File: src/rtl/fir_pkg.sv
// Shared helpers for the FIR datapath: width arithmetic and the round/shift/saturate step.
package fir_pkg;

    localparam int SUM_MAX_W = 64;
    localparam int Y_MAX_W   = 32;

    function automatic int clog2(input int n);
        int r;
        int v;
        r = 0;
        v = 1;
        while (v < n) begin
            v = v << 1;
            r++;
        end
        return r;
    endfunction

    function automatic int acc_width(input int width, input int taps);
        return 2 * width + clog2(taps);
    endfunction

    // Returns {sat, y}; y occupies the low `width` bits of the lower Y_MAX_W field.
    function automatic logic [Y_MAX_W:0] sat_round(input logic signed [SUM_MAX_W-1:0] sum,
                                                   input int shift, input int width);
        logic signed [SUM_MAX_W-1:0] r;
        logic signed [SUM_MAX_W-1:0] hi;
        logic signed [SUM_MAX_W-1:0] lo;
        logic [Y_MAX_W:0] res;
        r  = (sum + (64'sd1 <<< (shift - 1))) >>> shift;
        hi = (64'sd1 <<< (width - 1)) - 64'sd1;
        lo = -(64'sd1 <<< (width - 1));
        if (r > hi) begin
            res = {1'b1, 32'(hi)};
        end else if (r < lo) begin
            res = {1'b1, 32'(lo)};
        end else begin
            res = {1'b0, 32'(r)};
        end
        return res;
    endfunction

endpackage

File: src/rtl/fir_accumulate_tree_if.sv
// Handshake bundle between the multiply array, the accumulate tree and the FIR output port.
interface fir_accumulate_tree_if #(
    parameter int WIDTH = 16,
    parameter int TAPS  = 8
);
    logic                    in_valid;
    logic                    in_ready;
    logic [TAPS*2*WIDTH-1:0] products_flat;
    logic                    out_valid;
    logic                    out_ready;
    logic [WIDTH-1:0]        y_out;
    logic                    sat;

    modport master (
        output in_valid, products_flat, out_ready,
        input  in_ready, out_valid, y_out, sat
    );

    modport slave (
        input  in_valid, products_flat, out_ready,
        output in_ready, out_valid, y_out, sat
    );
endinterface

File: src/rtl/fir_add_stage.sv
// One registered level of the adder tree: pairwise signed adds with one bit of growth.
module fir_add_stage #(
    parameter int N_IN = 2,
    parameter int W_IN = 32
) (
    input  logic                            clk,
    input  logic                            rst,
    input  logic                            en_i,
    input  logic                            vld_i,
    input  logic [N_IN*W_IN-1:0]            din_i,
    output logic                            vld_o,
    output logic [(N_IN/2)*(W_IN+1)-1:0]    dout_o
);
    localparam int N_OUT = N_IN / 2;
    localparam int W_OUT = W_IN + 1;

    logic [N_OUT*W_OUT-1:0] sum_d;
    logic [N_OUT*W_OUT-1:0] sum_q;
    logic                   vld_q;

    always_comb begin
        logic signed [W_IN-1:0] a;
        logic signed [W_IN-1:0] b;
        sum_d = '0;
        a     = '0;
        b     = '0;
        for (int j = 0; j < N_OUT; j++) begin
            a = din_i[(2*j)*W_IN +: W_IN];
            b = din_i[(2*j+1)*W_IN +: W_IN];
            sum_d[j*W_OUT +: W_OUT] = W_OUT'(a) + W_OUT'(b);
        end
    end

    always_ff @(posedge clk) begin
        if (rst) begin
            vld_q <= 1'b0;
        end else if (en_i) begin
            vld_q <= vld_i;
        end
    end

    // Data carries no reset; its valid bit decides whether it means anything.
    always_ff @(posedge clk) begin
        if (en_i) begin
            sum_q <= sum_d;
        end
    end

    assign vld_o  = vld_q;
    assign dout_o = sum_q;
endmodule

File: src/rtl/fir_accumulate_tree.sv
// Reduces the per-tap product vector to one rounded, saturated FIR output per accepted beat.
module fir_accumulate_tree
    import fir_pkg::*;
#(
    parameter int WIDTH = 16,
    parameter int TAPS  = 8,
    parameter int SHIFT = 15
) (
    input  logic                  clk,
    input  logic                  rst,
    fir_accumulate_tree_if.slave  bus
);
    localparam int LVL   = clog2(TAPS);
    localparam int NP    = 1 << LVL;
    localparam int PW    = 2 * WIDTH;
    localparam int ACC_W = acc_width(WIDTH, TAPS);

    logic                    stall;
    logic                    accept;
    logic [NP*PW-1:0]        leaves;
    logic signed [ACC_W-1:0] sum_w;
    logic                    sum_vld;
    logic [Y_MAX_W:0]        rnd;
    logic                    unused_rnd;

    logic                    out_valid_d, out_valid_q;
    logic [WIDTH-1:0]        y_d, y_q;
    logic                    sat_d, sat_q;

    // Reset overrides backpressure so the pipe always flushes and in_ready stays high.
    assign stall  = out_valid_q & ~bus.out_ready & ~rst;
    assign accept = bus.in_valid & ~stall;

    always_comb begin
        leaves = '0;
        for (int i = 0; i < TAPS; i++) begin
            leaves[i*PW +: PW] = bus.products_flat[i*PW +: PW];
        end
    end

    for (genvar l = 0; l < LVL; l++) begin : g_lvl
        localparam int NI = NP >> l;
        localparam int WI = PW + l;

        logic [NI*WI-1:0]           din;
        logic                       vin;
        logic [(NI/2)*(WI+1)-1:0]   dout;
        logic                       vout;

        if (l == 0) begin : g_first
            assign din = leaves;
            assign vin = accept;
        end else begin : g_next
            assign din = g_lvl[l-1].dout;
            assign vin = g_lvl[l-1].vout;
        end

        fir_add_stage #(
            .N_IN (NI),
            .W_IN (WI)
        ) u_stage (
            .clk    (clk),
            .rst    (rst),
            .en_i   (~stall),
            .vld_i  (vin),
            .din_i  (din),
            .vld_o  (vout),
            .dout_o (dout)
        );
    end

    assign sum_w   = g_lvl[LVL-1].dout;
    assign sum_vld = g_lvl[LVL-1].vout;

    // Output stage: round, shift and clip the exact tree sum.
    assign rnd        = sat_round(64'(sum_w), SHIFT, WIDTH);
    assign unused_rnd = ^rnd;

    always_comb begin
        out_valid_d = out_valid_q;
        y_d         = y_q;
        sat_d       = sat_q;
        if (!stall) begin
            out_valid_d = sum_vld;
            y_d         = rnd[WIDTH-1:0];
            sat_d       = rnd[Y_MAX_W];
        end
    end

    always_ff @(posedge clk) begin
        if (rst) begin
            out_valid_q <= 1'b0;
            y_q         <= '0;
            sat_q       <= 1'b0;
        end else begin
            out_valid_q <= out_valid_d;
            y_q         <= y_d;
            sat_q       <= sat_d;
        end
    end

    assign bus.in_ready  = ~stall;
    assign bus.out_valid = out_valid_q;
    assign bus.y_out     = y_q;
    assign bus.sat       = sat_q;
endmodule

File: src/flat_wrapper.sv
// flat-port wrapper written by rule: the top's interface ports become plain ports
module fir_accumulate_tree_flat import fir_pkg::*;
#(
    parameter int WIDTH = 16,
    parameter int TAPS  = 8,
    parameter int SHIFT = 15
)
  (clk, rst, bus_in_valid, bus_products_flat, bus_out_ready, bus_in_ready, bus_out_valid, bus_y_out, bus_sat);
  fir_accumulate_tree_if #(.WIDTH(WIDTH), .TAPS(TAPS)) bus_i ();
  input  logic clk;
  input  logic rst;
  input wire logic [$bits(bus_i.in_valid)-1:0] bus_in_valid;
  input wire logic [$bits(bus_i.products_flat)-1:0] bus_products_flat;
  input wire logic [$bits(bus_i.out_ready)-1:0] bus_out_ready;
  output wire logic [$bits(bus_i.in_ready)-1:0] bus_in_ready;
  output wire logic [$bits(bus_i.out_valid)-1:0] bus_out_valid;
  output wire logic [$bits(bus_i.y_out)-1:0] bus_y_out;
  output wire logic [$bits(bus_i.sat)-1:0] bus_sat;
  assign bus_i.in_valid = bus_in_valid;
  assign bus_i.products_flat = bus_products_flat;
  assign bus_i.out_ready = bus_out_ready;
  assign bus_in_ready = bus_i.in_ready;
  assign bus_out_valid = bus_i.out_valid;
  assign bus_y_out = bus_i.y_out;
  assign bus_sat = bus_i.sat;
  fir_accumulate_tree #(.WIDTH(WIDTH), .TAPS(TAPS), .SHIFT(SHIFT)) u_core (.clk(clk), .rst(rst), .bus(bus_i));
endmodule
File: config.mk
export PLATFORM = sky130hd
export DESIGN_NAME = fir_accumulate_tree_flat
export DESIGN_NICKNAME = d
export VERILOG_FILES = /design/src/rtl/fir_pkg.sv /design/src/rtl/fir_accumulate_tree_if.sv /design/src/rtl/fir_add_stage.sv /design/src/rtl/fir_accumulate_tree.sv /design/src/flat_wrapper.sv
export SDC_FILE = /design/constraint.sdc
export NUM_CORES = 1
export LEC_CHECK = 0
export ABC_AREA = 1
export BUFFER_PORTS_ARGS = -buffer_cell sky130_fd_sc_hd__buf_2
export CORE_ASPECT_RATIO = 0.9
export CORE_UTILIZATION = 40
export CTS_BUF_LIST = sky130_fd_sc_hd__clkbuf_4
export CTS_CLUSTER_SIZE = 28
export DETAILED_ROUTE_END_ITERATION = 8
export MAX_ROUTING_LAYER = met4
export PLACE_DENSITY_LB_ADDON = 0.05
export SKIP_LAST_GASP = 1
export SYNTH_ARGS = -nofsm -noshare
export SYNTH_HDL_FRONTEND = slang
export SYNTH_SLANG_ARGS = --single-unit
File: constraint.sdc
create_clock -name clk -period 11.72 [get_ports clk]
set_input_delay 2.344 -clock clk [delete_from_list [all_inputs] [get_ports clk]]
set_output_delay 2.344 -clock clk [all_outputs]
set_load 0.01 [all_outputs]
==> impl_metrics.tcl, run 1 <==
set metrics [dict create \
    max-vdd-ir-drop_uv 121 \
    via_count 20036 \
    drt_wl_total_um 67600 \
    rr_worst_depth 9 \
    drt_pass1_iterations 6 \
    worst_pin_slew_ns 1.26 \
    dieHeight_um 221 \
    die_w_um 245 \
    cts_resized 0 \
    run_status "completed" \
    final_nets 3615 \
    rows 79 \
    io_pins 279 \
    grt_usage_pct 25.7 \
    grt_pass1_wl_um 105000 \
    fmax_mhz 176 \
    crit_path_end_kind "output pin" \
    period_needed_ns 5.68 \
    routed_via_density 5.18 \
    ant_nets 0 \
    cp.arrival_ns 3.34 \
    cts_buffers 69 \
    cts_hold_buf 0 \
    cap_viol_max_count 0 \
    async_reset_ff_share_pct 0 \
    synth_area_leaders "edfxtp_1 (31%), ha_1 (13%), nand2_1 (11%), xor2_1 (6.8%), a21oi_1 (5.9%)" \
    grt_pass1_vias 19431 \
    setup_viol 0 \
    yosysSeqAreaShare_pct 33.2 \
    crit-reg2reg-capture "u_core.g_lvl[1].u_stage.dout_o[25]$_DFFE_PN_" \
    grt_max_degree 82 \
    yosys.area.top_type "edfxtp_1" \
    finalMaxSlewViolations 0 \
    syn_area_mm2 0.0213 \
    regToRegSetupSlack_ns 8.99 \
    period_share_pct 48.5 \
    clk_latency_ns 0.76 \
    place_congestion 0.987 \
    synthCells 2775 \
    cts-root-buf "clkbuf_4" \
    tns_ns 0 \
    drc 0 \
    grt-ovfl-total 0 \
    finalHoldViolations 0 \
    post_dp_cell_area_mm2 0.0235 \
    critPathRequiredTime_ns 9.38 \
    routedWlPerCell_um 17.5 \
    criticalPathCategory "primary input to output pin" \
    postSynthAreaPerCell_um2 7.66 \
    synthDistinctLibCells 40 \
    p_per_area_mw_per_mm2 213 \
    port_buffers 278 \
    postCtsSetupBuffers 0 \
    synth_top_area_share_pct 31.2 \
    die_area_mm2 0.0541 \
    drive_gt1_share_pct 13.3 \
    cts_buffer_depth 3 \
    cts-htree-levels 3 \
    fillers 5388 \
    antenna_found_initial 2 \
    synth_edf_count 221 \
    post-dp-hpwl_um 57300 \
    synth-main-ff-cell "edfxtp_1" \
    cp-start-kind "primary input" \
    whs_path_depth 2 \
    ys_ff_latch 242 \
    rsz0062_at_grt "false" \
    synth_most_common_cell "nand2_1" \
    startpoint "rst" \
    finalInstanceArea_mm2 0.0244 \
    cts_tree "built" \
    drt_iter0_markers 1224 \
    path_max_fanout 19 \
    synthToLayoutAreaGrowth_pct 14.9 \
    endpoint "bus_in_ready" \
    synth_common_cells "nand2_1 (639), nor2_1 (336), inv_1 (278)" \
    ys.warnings.count 0 \
    hold_class "register to register" \
    p_leak_nw 11.5 \
    core_area_mm2 0.0521 \
    skew_ns 0.0298 \
    clkTransAtPathRegs_ns 0.06 \
    relSlewSlack_pct 15.3 \
    start_util_pct 40.8 \
    syn-num-nets 3269 \
    clock_sinks 242 \
    reg2reg_from "u_core.g_lvl[0].u_stage.dout_o[47]$_DFFE_PN_" \
]
-- metal layers --
layer,track usage (%),vias up,routed length [um]
met3,3.65,55,3160
met2,37.4,475,28000
met5,-,-,0
met4,4.58,0,655
li1,-,10241,-
met1,37.9,9265,35800
-- state kept, by name, indices dropped and copies added, names as in the netlist --
name	cells
u_core.bus.sat	1
u_core.bus.out_valid	1
u_core.g_lvl.u_stage.dout_o	221
u_core.g_lvl.u_stage.vld_o	3
u_core.bus.y_out	16
-- power by group --
| group | internal [mW] | switching (mW) | total [mW] |
|---|---|---|---|
| clock network | 0.435 | 0.377 | 0.813 |
| registers | 1.38 | 0.198 | 1.58 |
| logic | 0.957 | 1.84 | 2.80 |
-- placed cells by master (no fill, tap or decap), drive strengths merged, types with 3 or more instances in the layout --
cell type  count
buf          281
nor4           3
inv          283
nand4         32
a21boi        18
nor2         347
diode          4
clkinv        24
nand3b         8
nand2        648
clkbuf        92
xor2         164
xnor2         30
ha           228
o21bai        34
bufinv         3
nor3          62
o21a          16
and2           5
o21ai        141
dfxtp         21
a31oi         18
edfxtp       221
nand3        158
o211ai        11
fa             6
a21oi        260
a21o          52
-- logic make-up (layout without fill, tap and decap cells) --
logic type	count (synthesis)	count (layout)	synth area share, %
compound gates	554	554	14.9
xor+xnor	194	194	7.99
fa+ha+maj	234	234	14.0
buf+inv	287	685	5.16
flops	242	242	33.2
other cells	0	4	0
simple gates	1264	1264	24.8
-- critical path, stage by stage --
cell     delay (ns)
buf_2          0.11
inv_1          0.38
nand3_4        0.28
buf_2          0.22
-- how the worst min path moves through the flow --
stage	startpoint	endpoint	slack, ns
floorplan	u_core.g_lvl[0].u_stage.vld_o$_SDFFE_PP0N_	u_core.g_lvl[0].u_stage.vld_o$_SDFFE_PP0N_	0.43
global placement	u_core.g_lvl[1].u_stage.vld_o$_SDFFE_PP0N_	u_core.g_lvl[1].u_stage.vld_o$_SDFFE_PP0N_	0.44
detailed placement	u_core.g_lvl[1].u_stage.vld_o$_SDFFE_PP0N_	u_core.g_lvl[1].u_stage.vld_o$_SDFFE_PP0N_	0.44
CTS	u_core.g_lvl[1].u_stage.vld_o$_SDFFE_PP0N_	u_core.g_lvl[1].u_stage.vld_o$_SDFFE_PP0N_	0.45
global route	u_core.g_lvl[1].u_stage.vld_o$_SDFFE_PP0N_	u_core.g_lvl[1].u_stage.vld_o$_SDFFE_PP0N_	0.47
finish	u_core.g_lvl[1].u_stage.vld_o$_SDFFE_PP0N_	u_core.g_lvl[1].u_stage.vld_o$_SDFFE_PP0N_	0.45
-- final cells by class --
cell class	count	area [um^2]	area share, %
clock buffers	92	691	2.83
multi-input cells	2246	13100	53.7
inverters	281	1050	4.32
clock inverters	31	210	0.861
flip-flops and latches	242	7060	28.9
repair buffers	281	1410	5.79
well taps	688	861	3.53
diodes	4	10.0	0.0410
-- stage by stage --
stage               hold slack, ns  cells  total power, mW  util, %  worst slack (ns)
floorplan                    0.427   2775             3.44        -             0.466
global placement             0.441   3738             4.36     45.1              6.09
detailed placement           0.440   3738             4.36     45.1              6.05
CTS                          0.453   3861             5.21     46.8              6.05
global route                 0.467   3865             5.63     46.9              5.91
finish                       0.453   3865             5.19     46.9              6.04
Power figures use the tool's default switching activity.
==> run 2, diff against run 1 <==
Settings changed: ABC_AREA 1 to 0.
Clock period 11.72 ns to 4.7 ns, I/O delays scaled along.
==> run 2 against run 1 <==
Routed wire length is 31% lower. Clock power is 130% higher. Critical path type is now primary input to register. Sequential power is 140% higher. Critical path depth is 9 higher. Global-route usage is 4.9 points lower. Worst setup slack worse by 4.8 ns. First-iteration DRC count is 35% lower. Die area is 14% lower.
==> impl_metrics.tcl, run 2 <==
set metrics [dict create \
    core_area_mm2 0.0445 \
    max-vdd-ir-drop_uv 177 \
    cp-start-kind "primary input" \
    drive_gt1_share_pct 19.2 \
    postSynthAreaPerCell_um2 10.2 \
    setup_viol 0 \
    grt_pass1_vias 14491 \
    path_max_fanout 3 \
    hold_class "register to register" \
    ys.warnings.count 0 \
    worst_pin_slew_ns 0.717 \
    routedWlPerCell_um 16.7 \
    intPower_mw 6.59 \
    grt_max_degree 122 \
    cap_viol_max_count 0 \
    antenna_found_initial 6 \
    crit_path_end_kind "register" \
    yosysSeqAreaShare_pct 38.8 \
    final_nets 2615 \
    cts_buffer_depth 3 \
    critPathRequiredTime_ns 5.14 \
    rows 73 \
    syn_area_mm2 0.0182 \
    synth_common_cells "ha_1 (228), edfxtp_1 (221), a21oi_1 (181)" \
    drc 0 \
    grt-ovfl-total 0 \
    grt_usage_pct 20.8 \
    finalMaxSlewViolations 0 \
    cts-htree-levels 3 \
    drt_pass1_iterations 5 \
    yosys.area.top_type "edfxtp_1" \
    clock_sinks 242 \
    skew_ns 0.0382 \
    cts_resized 0 \
    swShare_pct 38.6 \
    final_common_cell "buf_2" \
    clkTransAtPathRegs_ns 0.06 \
    power_frac_comb_pct 47.1 \
    io_pins 279 \
    synthCells 1783 \
    port_buffers 278 \
    clk_latency_ns 0.73 \
    grt_pass1_wl_um 73600 \
    synth_area_leaders "edfxtp_1 (36%), ha_1 (16%), xnor2_1 (5.9%), a21oi_1 (5.0%), a21o_1 (4.9%)" \
    synth_edf_count 221 \
    rsz0062_at_grt "false" \
    async_reset_ff_share_pct 0 \
    routed_via_density 5.27 \
    period_needed_ns 3.45 \
    die_area_mm2 0.0463 \
    synth_top_area_share_pct 36.5 \
    synth-main-ff-cell "edfxtp_1" \
    via_count 14635 \
    synthDistinctLibCells 87 \
    fillers 4281 \
    synthToLayoutAreaGrowth_pct 16.3 \
    die_w_um 227 \
    largest_reg_flops 221 \
    cts_hold_buf 0 \
    drt_iter0_markers 801 \
    netSwitchingPower_mw 4.14 \
    p_clk_share_pct 17.4 \
    run_status "completed" \
    layout_common_cells "buf_2 (278), ha_1 (228), edfxtp_1 (221), a21oi_1 (181), nor2_1 (136)" \
    criticalPathCategory "primary input to register" \
    seqPwrFrac_pct 35.6 \
    p_per_area_mw_per_mm2 507 \
    place_congestion 0.944 \
    synth_most_common_cell "ha_1" \
    ys_ff_latch 242 \
    cts-root-buf "clkbuf_4" \
    relSlewSlack_pct 52.1 \
    ant_nets 0 \
    fin_hold_ws_ns 0.437 \
    p_leak_nw 9.51 \
    postCtsSetupBuffers 0 \
    syn-num-nets 2277 \
    cts_buffers 69 \
    fmax_mhz 290 \
    cts_tree "built" \
    period_share_pct 73.4 \
    dieHeight_um 204 \
    cp.arrival_ns 3.89 \
    post-dp-hpwl_um 35900 \
    start_util_pct 40.9 \
    drt_wl_total_um 46400 \
    tns_ns 0 \
    finalHoldViolations 0 \
]
==> run 2: through the flow <==
stage / worst slack [ns] / instances / power, mW / area (um^2) / utilization [%]
after global placement: 0.613 / 2650 / 8.85 / 20300 / 45.7
after detailed placement: 0.587 / 2650 / 8.86 / 20300 / 45.7
final: 1.25 / 2777 / 10.7 / 21200 / 47.6
after floorplan: 0.829 / 1783 / 7.49 / 18200 / -
after CTS: 1.31 / 2770 / 10.9 / 21100 / 47.5
after global routing: 1.14 / 2776 / 11.6 / 21200 / 47.6
==> run 2: area by class of cell <==
cell class / instances / area, um^2 / area share (%)
Antenna cell: 7 / 17.5 / 0.0828
Clock buffer: 96 / 721 / 3.41
Clock inverter: 24 / 92.6 / 0.438
Inverter: 53 / 206 / 0.976
Multi-Input combinational cell: 1474 / 10900 / 51.4
Sequential cell: 242 / 7060 / 33.3
Tap cell: 600 / 751 / 3.55
Timing Repair Buffer: 281 / 1440 / 6.80
==> run 2: worst paths after layout <==
kind,from,endpoint,slack (ns),depth (start not counted)
max reg2reg,u_core.g_lvl[0].u_stage.dout_o[33]$_DFFE_PN_,u_core.g_lvl[1].u_stage.dout_o[30]$_DFFE_PN_,1.32,12
max,bus_products_flat[192],u_core.g_lvl[0].u_stage.dout_o[127]$_DFFE_PN_,1.25,13
min,u_core.g_lvl[0].u_stage.vld_o$_SDFFE_PP0N_,u_core.g_lvl[0].u_stage.vld_o$_SDFFE_PP0N_,0.44,2
min reg2reg,u_core.g_lvl[0].u_stage.vld_o$_SDFFE_PP0N_,u_core.g_lvl[0].u_stage.vld_o$_SDFFE_PP0N_,0.44,2
==> run 2: worst max-delay path, cell delays in order <==
cell and delay (ns):
buf_2 0.10, ha_1 0.21, fa_1 0.40, a21o_1 0.19, a21oi_1 0.23, o21bai_1 0.12
a21o_1 0.22, a31oi_1 0.46, a21oi_1 0.20, a41oi_1 0.31, nor2b_1 0.23, a21oi_1 0.12
xor2_1 0.15
==> run 2: logic make-up (layout without fill, tap and decap cells) <==
group	after synthesis	count (layout)	share of synthesized area, %
buffers and inverters	67	454	1.40
XOR/XNOR	191	191	9.20
flip-flops	242	242	38.8
other	0	7	0
AO/OA/AOI/OAI	601	601	22.2
multiplexers	1	1	0.0619
adder cells (fa/ha/maj)	234	234	16.3
AND/OR/NAND/NOR	447	447	12.0
==> run 2: power groups by stage <==
| stage | clock network (mW) | logic, mW | registers [mW] |
|---|---|---|---|
| 5_1_grt | 2.06 | 5.67 | 3.90 |
| 3_5_place_dp | 0 | 5.02 | 3.84 |
| 3_3_place_gp | 0 | 5.00 | 3.85 |
| 2_1_floorplan | 0 | 3.79 | 3.69 |
| 6_report | 1.86 | 5.05 | 3.81 |
| 4_1_cts | 1.96 | 5.07 | 3.82 |
==> run 2: metal layers <==
layer  global-route usage, %  wire, um
met1                    28.8     23600
met2                    30.6     19500
met3                    4.13      2450
met4                    5.79       870
met5                       -         0
==> run 3, diff against run 2 <==
Clock period 4.7 ns to 3.3 ns, I/O delays scaled along.
==> run 3 against run 2 <==
Die area did not move. Largest cell class unchanged. Cell count rose by 3.9%. Core utilization rose by 2.0 points. Worst setup slack got worse by 1.2 ns. Critical path depth fell by 1. Sequential share of layout area fell by 1.3 points. Critical path type is now register to register.
==> impl_metrics.tcl, run 3 (same netlist as run 2, synthesis figures left out) <==
set metrics [dict create \
    run_status "completed" \
    slowest_delay_ns 0.41 \
    period_needed_ns 3.24 \
    grt-ovfl-total 0 \
    worst_pin_slew_ns 0.736 \
    skew_ns 0.0449 \
    grt_max_degree 77 \
    setup_viol 0 \
    cp-start-kind "register" \
    whs_path_depth 3 \
    die_area_mm2 0.0463 \
    worstPathCellList "ha_1 > fa_1 > a21o_1 > a311oi_2 > or4_4 > a21oi_4 > or3_4 > a41oi_2 > a22o_1 > o21ai_2 > a21oi_2 > xnor2_1" \
    fin_ws_ns 0.0610 \
    final_common_cell "buf_2" \
    intPower_mw 9.62 \
    finalMaxSlewViolations 0 \
    cts_buffer_depth 3 \
    multi_input_area_mm2 0.0109 \
    routed_via_density 5.19 \
    tns_ns 0 \
    synthToLayoutAreaGrowth_pct 21.2 \
    max-vdd-ir-drop_uv 261 \
    regToRegSetupSlack_ns 0.06 \
    period_share_pct 98.2 \
    clock_sinks 242 \
    cp.depth 12 \
    finalHoldViolations 0 \
    seqPwrFrac_pct 34.6 \
    routedWlPerCell_um 16.6 \
    cts-root-buf "clkbuf_4" \
    clk_latency_ns 0.73 \
    place_congestion 0.938 \
    rr_worst_depth 12 \
    post-dp-hpwl_um 37600 \
    largest_reg_flops 221 \
    final_nets 2723 \
    cap_viol_max_count 0 \
    via_count 14982 \
    relSlewSlack_pct 50.8 \
    p_per_area_mw_per_mm2 712 \
    criticalPathCategory "register to register" \
    hold_class "primary input to register" \
    drive_gt1_share_pct 23.5 \
    path_max_fanout 3 \
    p_clk_share_pct 17.1 \
    drt_wl_total_um 47800 \
    drt_iter0_markers 746 \
    regArea_mm2 0.00706 \
    cp.arrival_ns 3.69 \
    cts-htree-levels 3 \
    cts_hold_buf 0 \
    fillers 4263 \
    die_w_um 227 \
    cts_buffers 71 \
    rows 73 \
    clkTransAtPathRegs_ns 0.06 \
    power_frac_comb_pct 48.2 \
    netSwitchingPower_mw 6.06 \
    fmax_mhz 309 \
    port_buffers 278 \
    critical-path-top-delay-family "compound AO/OA/AOI/OAI gates" \
    drt_pass1_iterations 6 \
    grt_usage_pct 21.4 \
    grt_pass1_wl_um 75900 \
    grt_pass1_vias 15043 \
    critPathRequiredTime_ns 3.75 \
    layout_common_cells "buf_2 (278), ha_1 (228), edfxtp_1 (221), a21oi_1 (178), nor2_1 (136)" \
    drc 0 \
    cts_tree "built" \
    finish.utilization_pct 49.5 \
    rsz0062_at_grt "true" \
    dieHeight_um 204 \
    core_area_mm2 0.0445 \
    start_util_pct 40.9 \
    p_leak_nw 10.0 \
    crit_buf_inv 0 \
    ant_nets 0 \
    crit_path_end_kind "register" \
    antenna_found_initial 4 \
    swShare_pct 38.7 \
    io_pins 279 \
    place_ws_ns -0.489 \
    cpMaxStageDelayCell "edfxtp_1" \
]
## run 3: through the flow
step / total power, mW / instances / instance area [um^2] / hold WS [ns]
4_1_cts: 15.8 / 2879 / 22000 / 0.0851
3_5_place_dp: 12.9 / 2756 / 21200 / 0.429
3_3_place_gp: 12.9 / 2756 / 21200 / 0.426
2_1_floorplan: 10.7 / 1783 / 18200 / 0.416
5_1_grt: 17.0 / 2884 / 22000 / 0.101
6_report: 15.7 / 2884 / 22000 / 0.179
## run 3: final cells by class
| type | count | area share (%) |
|---|---|---|
| diodes | 5 | 0.0568 |
| clock buffers | 94 | 3.20 |
| multi-input cells | 1474 | 49.6 |
| inverters | 53 | 0.937 |
| clock inverters | 29 | 0.562 |
| flip-flops and latches | 242 | 32.0 |
| repair buffers | 387 | 10.3 |
| well taps | 600 | 3.41 |
## run 3: metal layers
metal | global-route usage [%] | up-vias | share of wire [%]
met5 | - | - | 0
met3 | 3.88 | 68 | 5.0
li1 | - | 7731 | -
met2 | 31.9 | 350 | 42
met1 | 29.6 | 6833 | 51
met4 | 6.27 | 0 | 2.0
## run 3: what timing repair did
action | in CTS | in global routing
gates cloned | 0 | 0
setup endpoints to repair | 1 | 10
endpoints found under the hold margin | 0 | 0
gates resized for setup | 0 | 10
pin swaps | 1 | 5
buffers inserted | 0 | 0
## run 3: path summary, 6_finish.rpt
path,startpoint,endpoint
setup / recovery,u_core.g_lvl[0].u_stage.dout_o[33]$_DFFE_PN_,u_core.g_lvl[1].u_stage.dout_o[30]$_DFFE_PN_
hold reg to reg,u_core.g_lvl[1].u_stage.vld_o$_SDFFE_PP0N_,u_core.g_lvl[1].u_stage.vld_o$_SDFFE_PP0N_
hold / removal,bus_in_valid,u_core.g_lvl[0].u_stage.vld_o$_SDFFE_PP0N_
setup reg to reg,u_core.g_lvl[0].u_stage.dout_o[33]$_DFFE_PN_,u_core.g_lvl[1].u_stage.dout_o[30]$_DFFE_PN_
## run 3: power by group through the flow
stage | clock network [mW] | registers [mW] | logic [mW]
after floorplan | 0 | 5.26 | 5.40
after global placement | 0 | 5.48 | 7.42
after detailed placement | 0 | 5.47 | 7.46
after CTS | 2.83 | 5.43 | 7.54
after global routing | 2.98 | 5.53 | 8.49
final | 2.69 | 5.43 | 7.57
## run 3: tightest hold or removal path: stages
cell and delay (ns):
buf_2 0.08, nand3b_1 0.06, nand2_1 0.06
